<file path="config.mk">
export PLATFORM = sky130hd
export DESIGN_NAME = sextium_dma_copy_flat
export DESIGN_NICKNAME = d
export VERILOG_FILES = /design/src/rtl/sextium_pkg.sv /design/src/rtl/sextium_dma_copy_if.sv /design/src/rtl/sextium_dma_copy.sv /design/src/flat_wrapper.sv
export SDC_FILE = /design/constraint.sdc
export NUM_CORES = 1
export LEC_CHECK = 0
export CAP_MARGIN = 20
export CORE_MARGIN = 5
export CORE_UTILIZATION = 45
export CTS_BUF_LIST = sky130_fd_sc_hd__clkbuf_2 sky130_fd_sc_hd__clkbuf_4 sky130_fd_sc_hd__clkbuf_8
export CTS_CLUSTER_SIZE = 25
export DETAILED_ROUTE_END_ITERATION = 10
export PLACE_DENSITY = 0.83
export SYNTH_ARGS = -nofsm -noshare
export SYNTH_HDL_FRONTEND = slang
export SYNTH_SLANG_ARGS = --single-unit
</file>
<file path="constraint.sdc">
create_clock -name clock -period 6.8 [get_ports clock]
set_clock_uncertainty 0.15 [all_clocks]
set_input_delay 0.68 -clock clock [delete_from_list [all_inputs] [get_ports clock]]
set_output_delay 0.68 -clock clock [all_outputs]
set_load 0.1 [all_outputs]
</file>
<file path="src/rtl/sextium_pkg.sv">
// rtl/sextium_pkg.sv - shared Sextium definitions: bus widths, DMA FSM states, bus request encoding
// Purpose: common constants and types used by the DMA copy engine, its bus
//          interface, and any other initiator on the Sextium RAM port.
// Ports:   none (package).

package sextium_pkg;

  localparam int SEXTIUM_ADDR_W = 16;
  localparam int SEXTIUM_DATA_W = 16;

  // DMA copy FSM states
  localparam logic [1:0] ST_IDLE = 2'd0;
  localparam logic [1:0] ST_RD   = 2'd1;
  localparam logic [1:0] ST_WR   = 2'd2;
  localparam logic [1:0] ST_FIN  = 2'd3;

  // Request kind on the RAM port, encoded as {mem_write, mem_read}
  typedef enum logic [1:0] {
    BUS_IDLE     = 2'b00,
    BUS_READ     = 2'b01,
    BUS_WRITE    = 2'b10,
    BUS_CONFLICT = 2'b11
  } bus_req_e;

  function automatic bus_req_e bus_req(input logic rd, input logic wr);
    return bus_req_e'({wr, rd});
  endfunction

endpackage

</file>
<file path="src/rtl/sextium_dma_copy_if.sv">
// rtl/sextium_dma_copy_if.sv - Sextium RAM request/acknowledge port
// Purpose: groups the shared RAM port used by the CPU and by the DMA engine.
// Ports:   addr_bus, mem_bus_out, mem_read, mem_write (initiator -> RAM);
//          mem_bus_in, mem_ack (RAM -> initiator).
//          master modport for an initiator, slave modport for the RAM side.

interface sextium_dma_copy_if
  import sextium_pkg::*;
#(
  parameter int ADDR_W = SEXTIUM_ADDR_W,
  parameter int DATA_W = SEXTIUM_DATA_W
);

  logic [ADDR_W-1:0] addr_bus;
  logic [DATA_W-1:0] mem_bus_out;
  logic [DATA_W-1:0] mem_bus_in;
  logic              mem_read;
  logic              mem_write;
  logic              mem_ack;

  modport master (
    output addr_bus, mem_bus_out, mem_read, mem_write,
    input  mem_bus_in, mem_ack
  );

  modport slave (
    input  addr_bus, mem_bus_out, mem_read, mem_write,
    output mem_bus_in, mem_ack
  );

endinterface

</file>
<file path="src/rtl/sextium_dma_copy.sv">
// rtl/sextium_dma_copy.sv - block-copy bus initiator for Sextium RAM
// Purpose: copies count words from src_addr upward to dst_addr upward, one
//          read then one write per word, through the shared RAM port.
// Ports:   clock; reset (asynchronous, active-low);
//          start, src_addr, dst_addr, count - copy request, sampled in idle;
//          abort - level, ends the copy after the current access;
//          busy, done, aborted - status;
//          mem - master side of the RAM request/acknowledge port.

module sextium_dma_copy
  import sextium_pkg::*;
#(
  parameter int ADDR_W = SEXTIUM_ADDR_W,
  parameter int DATA_W = SEXTIUM_DATA_W
) (
  input  logic              clock,
  input  logic              reset,
  input  logic              start,
  input  logic [ADDR_W-1:0] src_addr,
  input  logic [ADDR_W-1:0] dst_addr,
  input  logic [15:0]       count,
  input  logic              abort,
  output logic              busy,
  output logic              done,
  output logic              aborted,
  sextium_dma_copy_if.master mem
);

  logic [1:0]        state;
  logic [ADDR_W-1:0] rd_ptr;
  logic [ADDR_W-1:0] wr_ptr;
  logic [15:0]       remaining;
  logic [DATA_W-1:0] data_buf;   // word in transit between its read and its write

  // Write data is the buffered word itself; it is only sampled while mem_write is high.
  assign mem.mem_bus_out = data_buf;

  always_ff @(posedge clock or negedge reset) begin
    if (!reset) begin
      state         <= ST_IDLE;
      rd_ptr        <= '0;
      wr_ptr        <= '0;
      remaining     <= '0;
      data_buf      <= '0;
      busy          <= 1'b0;
      done          <= 1'b0;
      aborted       <= 1'b0;
      mem.mem_read  <= 1'b0;
      mem.mem_write <= 1'b0;
      mem.addr_bus  <= '0;
    end else begin
      done <= 1'b0;
      case (state)
        ST_IDLE: begin
          if (start) begin
            rd_ptr    <= src_addr;
            wr_ptr    <= dst_addr;
            remaining <= count;
            aborted   <= 1'b0;
            busy      <= 1'b1;
            if (count == 16'd0) begin
              state <= ST_FIN;
            end else begin
              state        <= ST_RD;
              mem.mem_read <= 1'b1;
              mem.addr_bus <= src_addr;
            end
          end
        end
        ST_RD: begin
          if (mem.mem_ack) begin
            data_buf     <= mem.mem_bus_in;
            rd_ptr       <= rd_ptr + 1'b1;
            mem.mem_read <= 1'b0;
            if (abort) begin
              // the word just read is dropped, not written
              state <= ST_FIN;
            end else begin
              state         <= ST_WR;
              mem.mem_write <= 1'b1;
              mem.addr_bus  <= wr_ptr;
            end
          end
        end
        ST_WR: begin
          if (mem.mem_ack) begin
            wr_ptr        <= wr_ptr + 1'b1;
            remaining     <= remaining - 1'b1;
            mem.mem_write <= 1'b0;
            if (remaining == 16'd1 || abort) begin
              state <= ST_FIN;
            end else begin
              // rd_ptr already points at the next source word
              state        <= ST_RD;
              mem.mem_read <= 1'b1;
              mem.addr_bus <= rd_ptr;
            end
          end
        end
        ST_FIN: begin
          done    <= 1'b1;
          busy    <= 1'b0;
          // words left over can only mean the copy was cut short
          aborted <= (remaining != 16'd0);
          state   <= ST_IDLE;
        end
        default: state <= ST_IDLE;
      endcase
    end
  end

endmodule

</file>
<file path="src/flat_wrapper.sv">
// flat-port wrapper written by rule: the top's interface ports become plain ports
module sextium_dma_copy_flat import sextium_pkg::*;
#(
  parameter int ADDR_W = SEXTIUM_ADDR_W,
  parameter int DATA_W = SEXTIUM_DATA_W
)
  (clock, reset, start, src_addr, dst_addr, count, abort, busy, done, aborted, mem_addr_bus, mem_mem_bus_out, mem_mem_read, mem_mem_write, mem_mem_bus_in, mem_mem_ack);
  sextium_dma_copy_if #(.ADDR_W(ADDR_W), .DATA_W(DATA_W)) mem_i ();
  input  logic clock;
  input  logic reset;
  input  logic start;
  input  logic [ADDR_W-1:0] src_addr;
  input  logic [ADDR_W-1:0] dst_addr;
  input  logic [15:0] count;
  input  logic abort;
  output logic busy;
  output logic done;
  output logic aborted;
  output wire logic [$bits(mem_i.addr_bus)-1:0] mem_addr_bus;
  output wire logic [$bits(mem_i.mem_bus_out)-1:0] mem_mem_bus_out;
  output wire logic [$bits(mem_i.mem_read)-1:0] mem_mem_read;
  output wire logic [$bits(mem_i.mem_write)-1:0] mem_mem_write;
  input wire logic [$bits(mem_i.mem_bus_in)-1:0] mem_mem_bus_in;
  input wire logic [$bits(mem_i.mem_ack)-1:0] mem_mem_ack;
  assign mem_addr_bus = mem_i.addr_bus;
  assign mem_mem_bus_out = mem_i.mem_bus_out;
  assign mem_mem_read = mem_i.mem_read;
  assign mem_mem_write = mem_i.mem_write;
  assign mem_i.mem_bus_in = mem_mem_bus_in;
  assign mem_i.mem_ack = mem_mem_ack;
  sextium_dma_copy #(.ADDR_W(ADDR_W), .DATA_W(DATA_W)) u_core (.clock(clock), .reset(reset), .start(start), .src_addr(src_addr), .dst_addr(dst_addr), .count(count), .abort(abort), .busy(busy), .done(done), .aborted(aborted), .mem(mem_i));
endmodule
</file>
==> results.cfg <==
[run_status]
status = completed

[clocking]
clk_pin_slew_ns = 0.09
cts_tree = built
ctsHtreeMaxLevel = 3
numCtsBuffers = 9
cts.repair.resized = 0
clock-sinks = 87
cts-root-buf = clkbuf_8
clockBufferDepth = 2
post_cts_buffers = 0
postCtsHoldBufs = 0
insertion_delay_ns = 0.37

[route]
drc = 0
vias_per_cell = 6.26
routed_wl_um = 14700
drt_iter0_drc = 343
post_drt_wl_per_cell_um = 19.1
drtAntennaViolNets = 0
num_vias = 4813
drt_pass1_iterations = 7

[timing]
period_share_pct = 50.9
setup_viol = 0
setup_tns_ns = 0
slew-limit-headroom_pct = 27.9
fmax_mhz = 289
slew_viol_final = 0
period_minus_slack_ns = 3.46
hold_viol_final = 0
worstMarginPinSlew_ns = 1.08
rsz0062_at_grt = false

[floorplan]
dieArea_mm2 = 0.0137
io_pins = 106
coreArea_mm2 = 0.0113
die_h_um = 117
rows = 39
initial_core_util_pct = 45.4
die_x_um = 117

[placed_design]
dpl.hpwl_um = 10400
port_buffers = 105
gp_congestion = 0.914
placed_cells = 751

[synth]
yosysSeqAreaShare_pct = 42.3
ys_warn_count = 0
netlist_area_mm2 = 0.00514
synth_top_area_cell = dfrtp_1
netlist_instances = 543
syn_nets = 621
synth_top_area_share_pct = 42.3
synth_area_leaders = dfrtp_1 (42%), a21oi_1 (5.5%), mux2_2 (5.3%), o22ai_1 (3.3%), mux2_4 (2.9%)
ys_types = 61
synth_edf_count = 0
ys_ff_latch = 87
async_flop_share_pct = 100
synthFlopType = dfrtp_1
syn_avg_cell_area_um2 = 9.47

[worst_setup_path]
path_common_cell = inv_1
cpPeakStageDelay_ns = 0.94
crit_type = flip-flop to flip-flop
worstPathMaxFanout = 25
path_cells = inv_1 > ha_1 > inv_1 > nand3_1 > o221ai_1 > nor3b_1
cp-end-kind = flip-flop
slowest_stage = nand3_1
required_ns = 6.93
critPathLaunchType = flip-flop
worstPathArrival_ns = 3.59
crit_buf_inv = 2
crit_family = simple AND/OR/NAND/NOR gates

[layout]
area_growth_pct = 25.2
nets = 699
layoutNonFillerInstCount = 769
antennaDiodeCount = 0
post-route-util_pct = 56.9
layout-drive-gt1-share_pct = 11.0

[min_path]
holdCritPathClass = input pin to asynchronous set/reset pin

[flow_run]
maxCapViolations = 0

[grt]
grt_usage_pct = 21.4
grt_pass1_vias = 4736
grt_max_degree = 88
gr-total-overflow = 0
antenna_found_initial = 0
grt_pass1_wl_um = 23300
-- cells by family after synthesis --
logic type,count (synthesis),synth area share (%)
buf+inv,56,4.62
simple gates,172,18.4
flops,87,42.3
compound gates,170,21.3
fa+ha+maj,9,2.19
mux,49,11.1
-- layout make-up --
type / instances / area [um2]
flip-flops and latches: 87 / 2180
multi-input cells: 400 / 2730
repair buffers: 111 / 1130
clock buffers: 11 / 145
clock inverters: 5 / 33.8
fillers: 1011 / 4880
well taps: 143 / 179
inverters: 12 / 45.0
-- stage by stage --
stage	setup slack [ns]	hold slack [ns]	area, um2
global route	3.09	0.0623	6440
finish	3.34	0.0502	6440
floorplan	4.49	0.234	5140
CTS	3.26	0.373	6390
global placement	3.37	0.341	6210
detailed placement	3.22	0.349	6210
-- flip-flops by register name, indices dropped and copies added, names as in the netlist --
register,cells
u_core.wr_ptr,16
u_core.mem.addr_bus,16
u_core.aborted,1
u_core.busy,1
u_core.done,1
u_core.rd_ptr,16
u_core.state,2
u_core.mem.mem_bus_out,16
u_core.mem.mem_write,1
u_core.mem.mem_read,1
u_core.remaining,16
-- worst paths after layout --
kind	from	endpoint	slack [ns]	cells past startpoint
min	reset	u_core.wr_ptr[2]	0.05	1
max in group asynchronous	reset	u_core.mem.addr_bus[14]	5.83	2
min reg2reg	u_core.mem.mem_bus_out[13]	u_core.mem.mem_bus_out[13]	0.37	1
min in group clock	u_core.mem.mem_bus_out[13]	u_core.mem.mem_bus_out[13]	0.37	1
max reg2reg	u_core.state[0]	u_core.wr_ptr[15]	3.34	6
max	u_core.state[0]	u_core.wr_ptr[15]	3.34	6
-- synth_stat cells, drive strengths merged (2+ instances only) --
| cell | number |
|---|---|
| dfrtp | 87 |
| a21oi | 56 |
| mux2 | 34 |
| clkbuf | 31 |
| nand3 | 28 |
| nand2 | 27 |
| nor2 | 27 |
| o22ai | 27 |
| o21ai | 26 |
| a22oi | 18 |
| nand4 | 18 |
| nor4 | 16 |
| mux2i | 15 |
| buf | 13 |
| inv | 12 |
| ha | 9 |
| nor3 | 9 |
| or4 | 7 |
| a2bb2oi | 6 |
| and3 | 6 |
| nand2b | 5 |
| nor2b | 5 |
| a31oi | 4 |
| and2 | 4 |
| and4 | 4 |
| nor3b | 4 |
| nor4b | 4 |
| o211ai | 4 |
| a2111oi | 3 |
| a31o | 3 |
| o21bai | 3 |
| o311a | 3 |
| o22a | 2 |
| o31ai | 2 |
| or2 | 2 |
-- layout by cell type (no fill, tap or decap), types with 4 or more instances in the layout --
cell type	netlist	routed
a21oi_1	56	56
a22oi_1	18	18
a2bb2oi_1	6	6
a31oi_1	4	4
and2_1	4	4
and3_1	6	6
and4_1	4	4
buf_4	1	5
clkbuf_8	0	10
clkdlybuf4s50_1	0	104
dfrtp_1	87	87
ha_1	9	8
inv_1	12	12
mux2_2	24	24
mux2_4	10	10
mux2i_1	15	15
nand2_1	27	27
nand2b_1	5	5
nand3_1	28	28
nand4_1	18	18
nor2_1	27	26
nor2b_1	5	5
nor3_1	9	9
nor3b_1	4	4
nor4_1	16	16
nor4b_1	4	4
o211ai_1	4	4
o21ai_0	25	25
o22ai_1	27	27
or4_1	7	7
-- metal layers --
layer | GRT usage, % | wire (um) | up-vias | share of wire, %
met4 | 8.33 | 332 | 0 | 2.3
met5 | 0 | 0 | - | 0
met3 | 5.60 | 1070 | 34 | 7.3
li1 | - | - | 2232 | -
met2 | 35.3 | 7180 | 211 | 49
met1 | 27.0 | 6100 | 2336 | 42
Power is left out: the tool's default activity adds up to more than one toggle a clock period on the data nets, which glitch-free logic cannot reach.
